--- config.mk ---
export PLATFORM = sky130hd
export DESIGN_NAME = lenet_layer_seq
export DESIGN_NICKNAME = d
export VERILOG_FILES = /design/src/rtl/lenet_pkg.sv /design/src/rtl/lenet_layer_wdog.sv /design/src/rtl/lenet_layer_seq.sv
export SDC_FILE = /design/constraint.sdc
export NUM_CORES = 1
export LEC_CHECK = 0
export ABC_AREA = 0
export CAP_MARGIN = 40
export CORE_MARGIN = 2
export CORE_UTILIZATION = 26
export DETAILED_ROUTE_END_ITERATION = 12
export SETUP_SLACK_MARGIN = 0.3
export SYNTH_ARGS = -nofsm -noshare
export SYNTH_HDL_FRONTEND = slang
export SYNTH_SLANG_ARGS = --single-unit
export TNS_END_PERCENT = 20
--- constraint.sdc ---
create_clock -name clk -period 2.4 [get_ports clk]
set_input_delay 0.36 -clock clk [delete_from_list [all_inputs] [get_ports clk]]
set_output_delay 0.36 -clock clk [all_outputs]
set_load 0.05 [all_outputs]
--- src/rtl/lenet_pkg.sv ---
// Shared definitions for the LeNet accelerator layer sequencer:
// layer indices, layer count and the sequencer state encoding.
package lenet_pkg;

    localparam int NUM_LAYERS = 5;

    localparam int L_CONV1 = 0;
    localparam int L_POOL1 = 1;
    localparam int L_CONV2 = 2;
    localparam int L_POOL2 = 3;
    localparam int L_FC    = 4;

    typedef enum logic [2:0] {
        S_IDLE,
        S_CLR,
        S_RUN,
        S_GAP,
        S_DONE,
        S_ERR
    } seq_state_t;

endpackage

--- src/rtl/lenet_layer_wdog.sv ---
// Per-layer RUN cycle counter with saturation and a timeout compare.
// The count restarts from zero whenever i_clear is high.
module lenet_layer_wdog #(
    parameter int CNT_W = 20
) (
    input  logic             clk,
    input  logic             rst,
    input  logic             i_clear,
    input  logic             i_run,
    input  logic [CNT_W-1:0] i_limit,
    output logic [CNT_W-1:0] o_cnt,
    output logic             o_expired
);

    logic [CNT_W-1:0] r_cnt;

    // NOTE: sequential state is only ever updated with non-blocking assignments.
    always_ff @(posedge clk) begin
        if (rst || i_clear) begin
            r_cnt <= '0;
        end else if (i_run && (r_cnt != '1)) begin
            r_cnt <= r_cnt + CNT_W'(1);
        end
    end

    assign o_cnt     = r_cnt;
    assign o_expired = i_run && (r_cnt == i_limit);

endmodule

--- src/rtl/lenet_layer_seq.sv ---
// Layer scheduler: resets, enables and waits on each engine in turn,
// with per-layer cycle count, watchdog timeout and abort.
module lenet_layer_seq
    import lenet_pkg::*;
#(
    parameter int               NUM_LAYERS = lenet_pkg::NUM_LAYERS,
    parameter int               IDX_W      = 3,
    parameter int               RST_CYCLES = 2,
    parameter int               CNT_W      = 20,
    parameter logic [CNT_W-1:0] TIMEOUT    = 20'hF_FFFF
) (
    input  logic                  clk,
    input  logic                  rst,
    input  logic                  start,
    input  logic                  abort,
    input  logic [NUM_LAYERS-1:0] layer_done,
    output logic [NUM_LAYERS-1:0] layer_en,
    output logic [NUM_LAYERS-1:0] layer_rst,
    output logic [IDX_W-1:0]      cur_layer,
    output logic                  busy,
    output logic                  done,
    output logic                  error,
    output logic [IDX_W-1:0]      err_layer,
    output logic [CNT_W-1:0]      last_cycles
);

    localparam int               RST_W    = (RST_CYCLES > 1) ? $clog2(RST_CYCLES) : 1;
    localparam logic [RST_W-1:0] RST_LAST = RST_W'(RST_CYCLES - 1);
    localparam logic [IDX_W-1:0] LAST_IDX = IDX_W'(NUM_LAYERS - 1);
    localparam logic [IDX_W-1:0] FIRST_IDX = IDX_W'(L_CONV1);

    seq_state_t             r_state;
    logic [RST_W-1:0]       r_rst_cnt;
    logic [IDX_W-1:0]       r_cur_layer;
    logic [NUM_LAYERS-1:0]  r_layer_en;
    logic [NUM_LAYERS-1:0]  r_layer_rst;
    logic                   r_busy;
    logic                   r_done;
    logic                   r_error;
    logic [IDX_W-1:0]       r_err_layer;
    logic [CNT_W-1:0]       r_last_cycles;

    seq_state_t             w_state_next;
    logic [RST_W-1:0]       w_rst_cnt_next;
    logic [IDX_W-1:0]       w_cur_next;
    logic [NUM_LAYERS-1:0]  w_sel_next;
    logic [NUM_LAYERS-1:0]  w_layer_en_next;
    logic [NUM_LAYERS-1:0]  w_layer_rst_next;
    logic                   w_busy_next;
    logic                   w_done_next;
    logic                   w_error_next;
    logic [IDX_W-1:0]       w_err_layer_next;
    logic [CNT_W-1:0]       w_last_next;

    logic [CNT_W-1:0]       w_cyc_cnt;
    logic                   w_expired;
    logic                   w_layer_hit;

    lenet_layer_wdog #(
        .CNT_W (CNT_W)
    ) u_wdog (
        .clk       (clk),
        .rst       (rst),
        .i_clear   (r_state != S_RUN),
        .i_run     (r_state == S_RUN),
        .i_limit   (TIMEOUT),
        .o_cnt     (w_cyc_cnt),
        .o_expired (w_expired)
    );

    // Only the active layer's finish flag matters; stale flags elsewhere are ignored.
    assign w_layer_hit = layer_done[r_cur_layer];

    always_comb begin
        // NOTE: every signal gets a default first so no path can infer a latch.
        w_state_next     = r_state;
        w_rst_cnt_next   = r_rst_cnt;
        w_cur_next       = r_cur_layer;
        w_done_next      = 1'b0;
        w_error_next     = r_error;
        w_err_layer_next = r_err_layer;
        w_last_next      = r_last_cycles;

        if (abort && (r_state != S_IDLE)) begin
            w_state_next = S_IDLE;
        end else begin
            case (r_state)
                S_IDLE, S_ERR: begin
                    if (start && !abort) begin
                        w_state_next   = S_CLR;
                        w_cur_next     = FIRST_IDX;
                        w_rst_cnt_next = '0;
                        w_error_next   = 1'b0;
                    end
                end
                S_CLR: begin
                    if (r_rst_cnt == RST_LAST) begin
                        w_state_next = S_RUN;
                    end else begin
                        w_rst_cnt_next = r_rst_cnt + RST_W'(1);
                    end
                end
                S_RUN: begin
                    // Completion is checked before the watchdog so a tie counts as done.
                    if (w_layer_hit) begin
                        w_last_next  = w_cyc_cnt;
                        w_state_next = (r_cur_layer == LAST_IDX) ? S_DONE : S_GAP;
                    end else if (w_expired) begin
                        w_state_next     = S_ERR;
                        w_error_next     = 1'b1;
                        w_err_layer_next = r_cur_layer;
                        w_cur_next       = '0;
                    end
                end
                S_GAP: begin
                    w_state_next   = S_CLR;
                    w_cur_next     = r_cur_layer + IDX_W'(1);
                    w_rst_cnt_next = '0;
                end
                S_DONE: begin
                    w_state_next = S_IDLE;
                    w_done_next  = 1'b1;
                end
                default: begin
                    w_state_next = S_IDLE;
                end
            endcase
        end

        // Outputs are decoded from the next state so they register alongside it.
        w_sel_next       = {{(NUM_LAYERS-1){1'b0}}, 1'b1} << w_cur_next;
        w_layer_rst_next = (w_state_next == S_CLR) ? w_sel_next : '0;
        w_layer_en_next  = (w_state_next == S_RUN) ? w_sel_next : '0;
        w_busy_next      = (w_state_next == S_CLR) || (w_state_next == S_RUN) ||
                           (w_state_next == S_GAP);
    end

    always_ff @(posedge clk) begin
        if (rst) begin
            r_state       <= S_IDLE;
            r_rst_cnt     <= '0;
            r_cur_layer   <= '0;
            r_layer_en    <= '0;
            r_layer_rst   <= '0;
            r_busy        <= 1'b0;
            r_done        <= 1'b0;
            r_error       <= 1'b0;
            r_err_layer   <= '0;
            r_last_cycles <= '0;
        end else begin
            r_state       <= w_state_next;
            r_rst_cnt     <= w_rst_cnt_next;
            r_cur_layer   <= w_cur_next;
            r_layer_en    <= w_layer_en_next;
            r_layer_rst   <= w_layer_rst_next;
            r_busy        <= w_busy_next;
            r_done        <= w_done_next;
            r_error       <= w_error_next;
            r_err_layer   <= w_err_layer_next;
            r_last_cycles <= w_last_next;
        end
    end

    assign layer_en    = r_layer_en;
    assign layer_rst   = r_layer_rst;
    assign cur_layer   = r_cur_layer;
    assign busy        = r_busy;
    assign done        = r_done;
    assign error       = r_error;
    assign err_layer   = r_err_layer;
    assign last_cycles = r_last_cycles;

endmodule

==> flow_metrics.py <==
metrics = {
    "clock_network": {
        "htreeDepth": 3,
        "cts_tree": "done",
        "path_clk_slew_ns": 0.07,
        "cts_buffers": 9,
        "cts.path.max_buffers": 2,
        "clk_latency_ns": 0.35,
        "cts-root-buf": "clkbuf_8",
        "cts.sinks": 63,
        "hold_buffers": 0,
    },
    "pwr": {
        "seq_power_share_pct": 44.2,
        "swShare_pct": 20.7,
        "p_switching_mw": 0.493,
        "p_comb_share_pct": 5.0,
        "leakagePower_nw": 1.55,
        "powerDensity_nw_per_um2": 581,
        "p_clk_share_pct": 50.8,
        "p_int_mw": 1.89,
        "ir_drop_mv": 0.395,
    },
    "grt": {
        "grt_usage_pct": 13.7,
        "grtUsageMet1_pct": 16.8,
        "grt_overflow": 0,
        "antenna_found_initial": 0,
        "grt_use_met2_pct": 22.5,
        "grt_max_degree": 24,
        "first_global_vias": 2564,
        "grt_pass1_wl_um": 12500,
        "busiest_layer": "met2",
        "grt_util_met3_pct": 3.23,
    },
    "worst_setup_path": {
        "ff2ff_setup_slack_ns": 0.27,
        "end_kind": "flip-flop",
        "cp.arrival_ns": 2.40,
        "critical_path_class": "reg -> reg",
        "crit_buf_inv": 1,
        "startpoint_type": "flip-flop",
        "crit_chain": "nand4_2, or4_4, o41ai_4, buf_4, a21oi_1, or3_4, nor3_1",
        "cp.required_ns": 2.67,
        "crit_family": "simple AND/OR/NAND/NOR gates",
        "slowest_delay_ns": 0.59,
        "cpMaxStageDelayCell": "or4_4",
        "r2r-start": "u_wdog.o_cnt[15]",
        "reg2regPathDepth": 7,
        "worst_r2r_endpoint": "layer_en[2]",
        "crit_fanout": 5,
    },
    "synth": {
        "postSynthCellCount": 318,
        "synth_warnings": 0,
        "synth_area_per_cell_um2": 9.03,
        "synth_area_leaders": "dfxtp_1, nor2_1, mux2i_1",
        "synth_seq_cells": 63,
        "async_flop_share_pct": 0,
        "synth_area_um2": 2870,
        "synth_nets": 330,
        "synth_edf_count": 0,
        "synthFlopType": "dfxtp_1",
        "synth_cell_type_count": 60,
        "synth_top_area_share_pct": 43.9,
        "synth_area_leader_cell": "dfxtp_1",
        "synth_seq_area_share_pct": 43.9,
    },
    "floorplanning": {
        "num_rows": 38,
        "fp.dieH_um": 109,
        "design.die.area_um2": 11900,
        "start_util_pct": 26.6,
        "core_um2": 10800,
        "io_pins": 48,
        "die_w_um": 109,
    },
    "drt": {
        "drt_iter0_markers": 85,
        "drc": 0,
        "viasPerCell": 4.77,
        "wirelength_um": 7530,
        "wl_per_cell_um": 13.8,
        "drtAntennaViolNets": 0,
        "vias": 2605,
        "first_pass_iters": 4,
    },
    "final_layout": {
        "instances_no_fill": 546,
        "drive_above_1_share_pct": 25.9,
        "fillers": 1097,
        "fin_nets": 413,
        "diodes": 0,
        "area_growth_pct": 42.9,
    },
    "job": {
        "maxCapViolations": 0,
    },
    "min_path": {
        "min_to": "err_layer[2]",
        "worstHoldPathCells": 2,
        "hold_start": "err_layer[2]",
        "hold_class": "reg -> reg",
    },
    "place": {
        "dp.cells": 523,
        "dp_hpwl_um": 5650,
        "io_buffers": 47,
        "gp_congestion": 0.893,
    },
    "sta": {
        "report.final.slew_viol_count": 0,
        "setup_violations": 0,
        "tightest_slew_ns": 0.522,
        "rsz0062_at_grt": "true",
        "relSlewSlack_pct": 64.9,
        "hold_viol": 0,
        "fmax_mhz": 470,
        "fin_worst_skew_ns": 0.00867,
        "tns_ns": 0,
        "finalCritPeriodShare_pct": 88.6,
        "timing.final.crit_period_ns": 2.13,
    },
    "status": {
        "status": "complete, no violations",
    },
}
[cell usage after synthesis (3+ instances only)]
cell and n:
nor3_1 9, clkbuf_1 6, or3_1 7, ha_1 3, o21ai_0 12, dfxtp_1 63, nand3b_1 5, mux2i_1 22
nor2b_1 4, inv_1 6, buf_2 3, nand3_1 10, nor2_1 61, a21oi_1 18, xnor2_1 7, nand4_2 3
nand2_1 20, xor2_1 4, a211oi_1 3
[per-stage QoR]
stage	util (%)	total power [mW]	area, µm²	setup slack (ns)	hold slack (ns)
detailed placement	34.8	1.20	3750	-0.0561	0.444
CTS	37.8	2.41	4080	0.288	0.453
finish	38.0	2.39	4110	0.273	0.452
global route	38.0	2.47	4110	0.199	0.495
floorplan	-	1.15	2940	0.239	0.479
global placement	34.8	1.20	3750	-0.00364	0.444
[area by class of cell]
type	count	area (µm²)	share of cell area [%]
clock buffers	10	128	3.11
repair buffers	84	764	18.6
well taps	140	175	4.27
flip-flops and latches	63	1300	31.6
multi-input cells	237	1590	38.6
clock inverters	6	133	3.23
inverters	6	22.5	0.548
[placed cells by master (no fill, tap or decap), types with 5 or more instances in the layout]
cell type	instances
or3_1	7
nor2_1	60
clkbuf_8	9
buf_4	35
a21oi_1	18
nand3b_1	5
nand2_1	20
clkdlybuf4s50_1	47
o21ai_0	11
nor3_1	9
dfxtp_1	46
nand3_1	9
xnor2_1	7
dfxtp_2	11
mux2i_1	21
dfxtp_4	6
[registers in the layout, indices dropped and copies added, names as in the netlist]
name and cells:
u_wdog.o_cnt 20, r_state 3, err_layer 3, busy 1
layer_rst 5, done 1, r_rst_cnt 1, error 1
cur_layer 3, last_cycles 20, layer_en 5
[worst max-delay path by stage]
stage	start	endpoint	depth (start not counted)	slack, ns
final	u_wdog.o_cnt[15]	layer_en[2]	7	0.27
after CTS	u_wdog.o_cnt[0]	layer_en[1]	8	0.29
after global routing	cur_layer[2]	layer_en[3]	6	0.20
after floorplan	cur_layer[1]	layer_en[1]	8	0.24
after global placement	layer_done[3]	layer_en[0]	7	-0.004
after detailed placement	layer_done[3]	layer_en[1]	8	-0.06
[worst min-delay path: cells and delay by family (launching register included)]
family | cells | cell delay, ns
flip-flops | 1 | 0.31
AND/OR/NAND/NOR | 1 | 0.05
AO/OA/AOI/OAI | 1 | 0.05
[kinds of logic after synthesis]
group | count (synthesis) | synth area share, %
and+or+nand+nor | 152 | 29.5
muxes | 22 | 7.67
buffers and inverters | 18 | 3.14
AOI/OAI and AO/OA | 49 | 11.2
adders and majority gates | 3 | 1.31
DFF | 63 | 43.9
xor gates and xnor gates | 11 | 3.35
[power groups by stage]
stage                     registers, mW  clock network [mW]  logic, mW
after floorplan                    1.09                   0     0.0541
after global placement             1.08                   0      0.115
after detailed placement           1.08                   0      0.116
after CTS                          1.05                1.24      0.117
after global routing               1.06                1.29      0.127
final                              1.05                1.21      0.118
[per-layer routing]
| metal | share of wire, % | up-vias |
|---|---|---|
| met1 | 45 | 1208 |
| met2 | 48 | 75 |
| li1 | - | 1304 |
| met4 | 2.1 | 0 |
| met5 | 0 | - |
| met3 | 5.1 | 18 |
[repair_timing]
item / 4_1_cts / 5_1_grt
resized for setup: 14 / 5
setup buffers: 5 / 2
pin swaps: 3 / 0
endpoints found under the setup margin: 11 / 12
(Power assumes the default switching activity.)
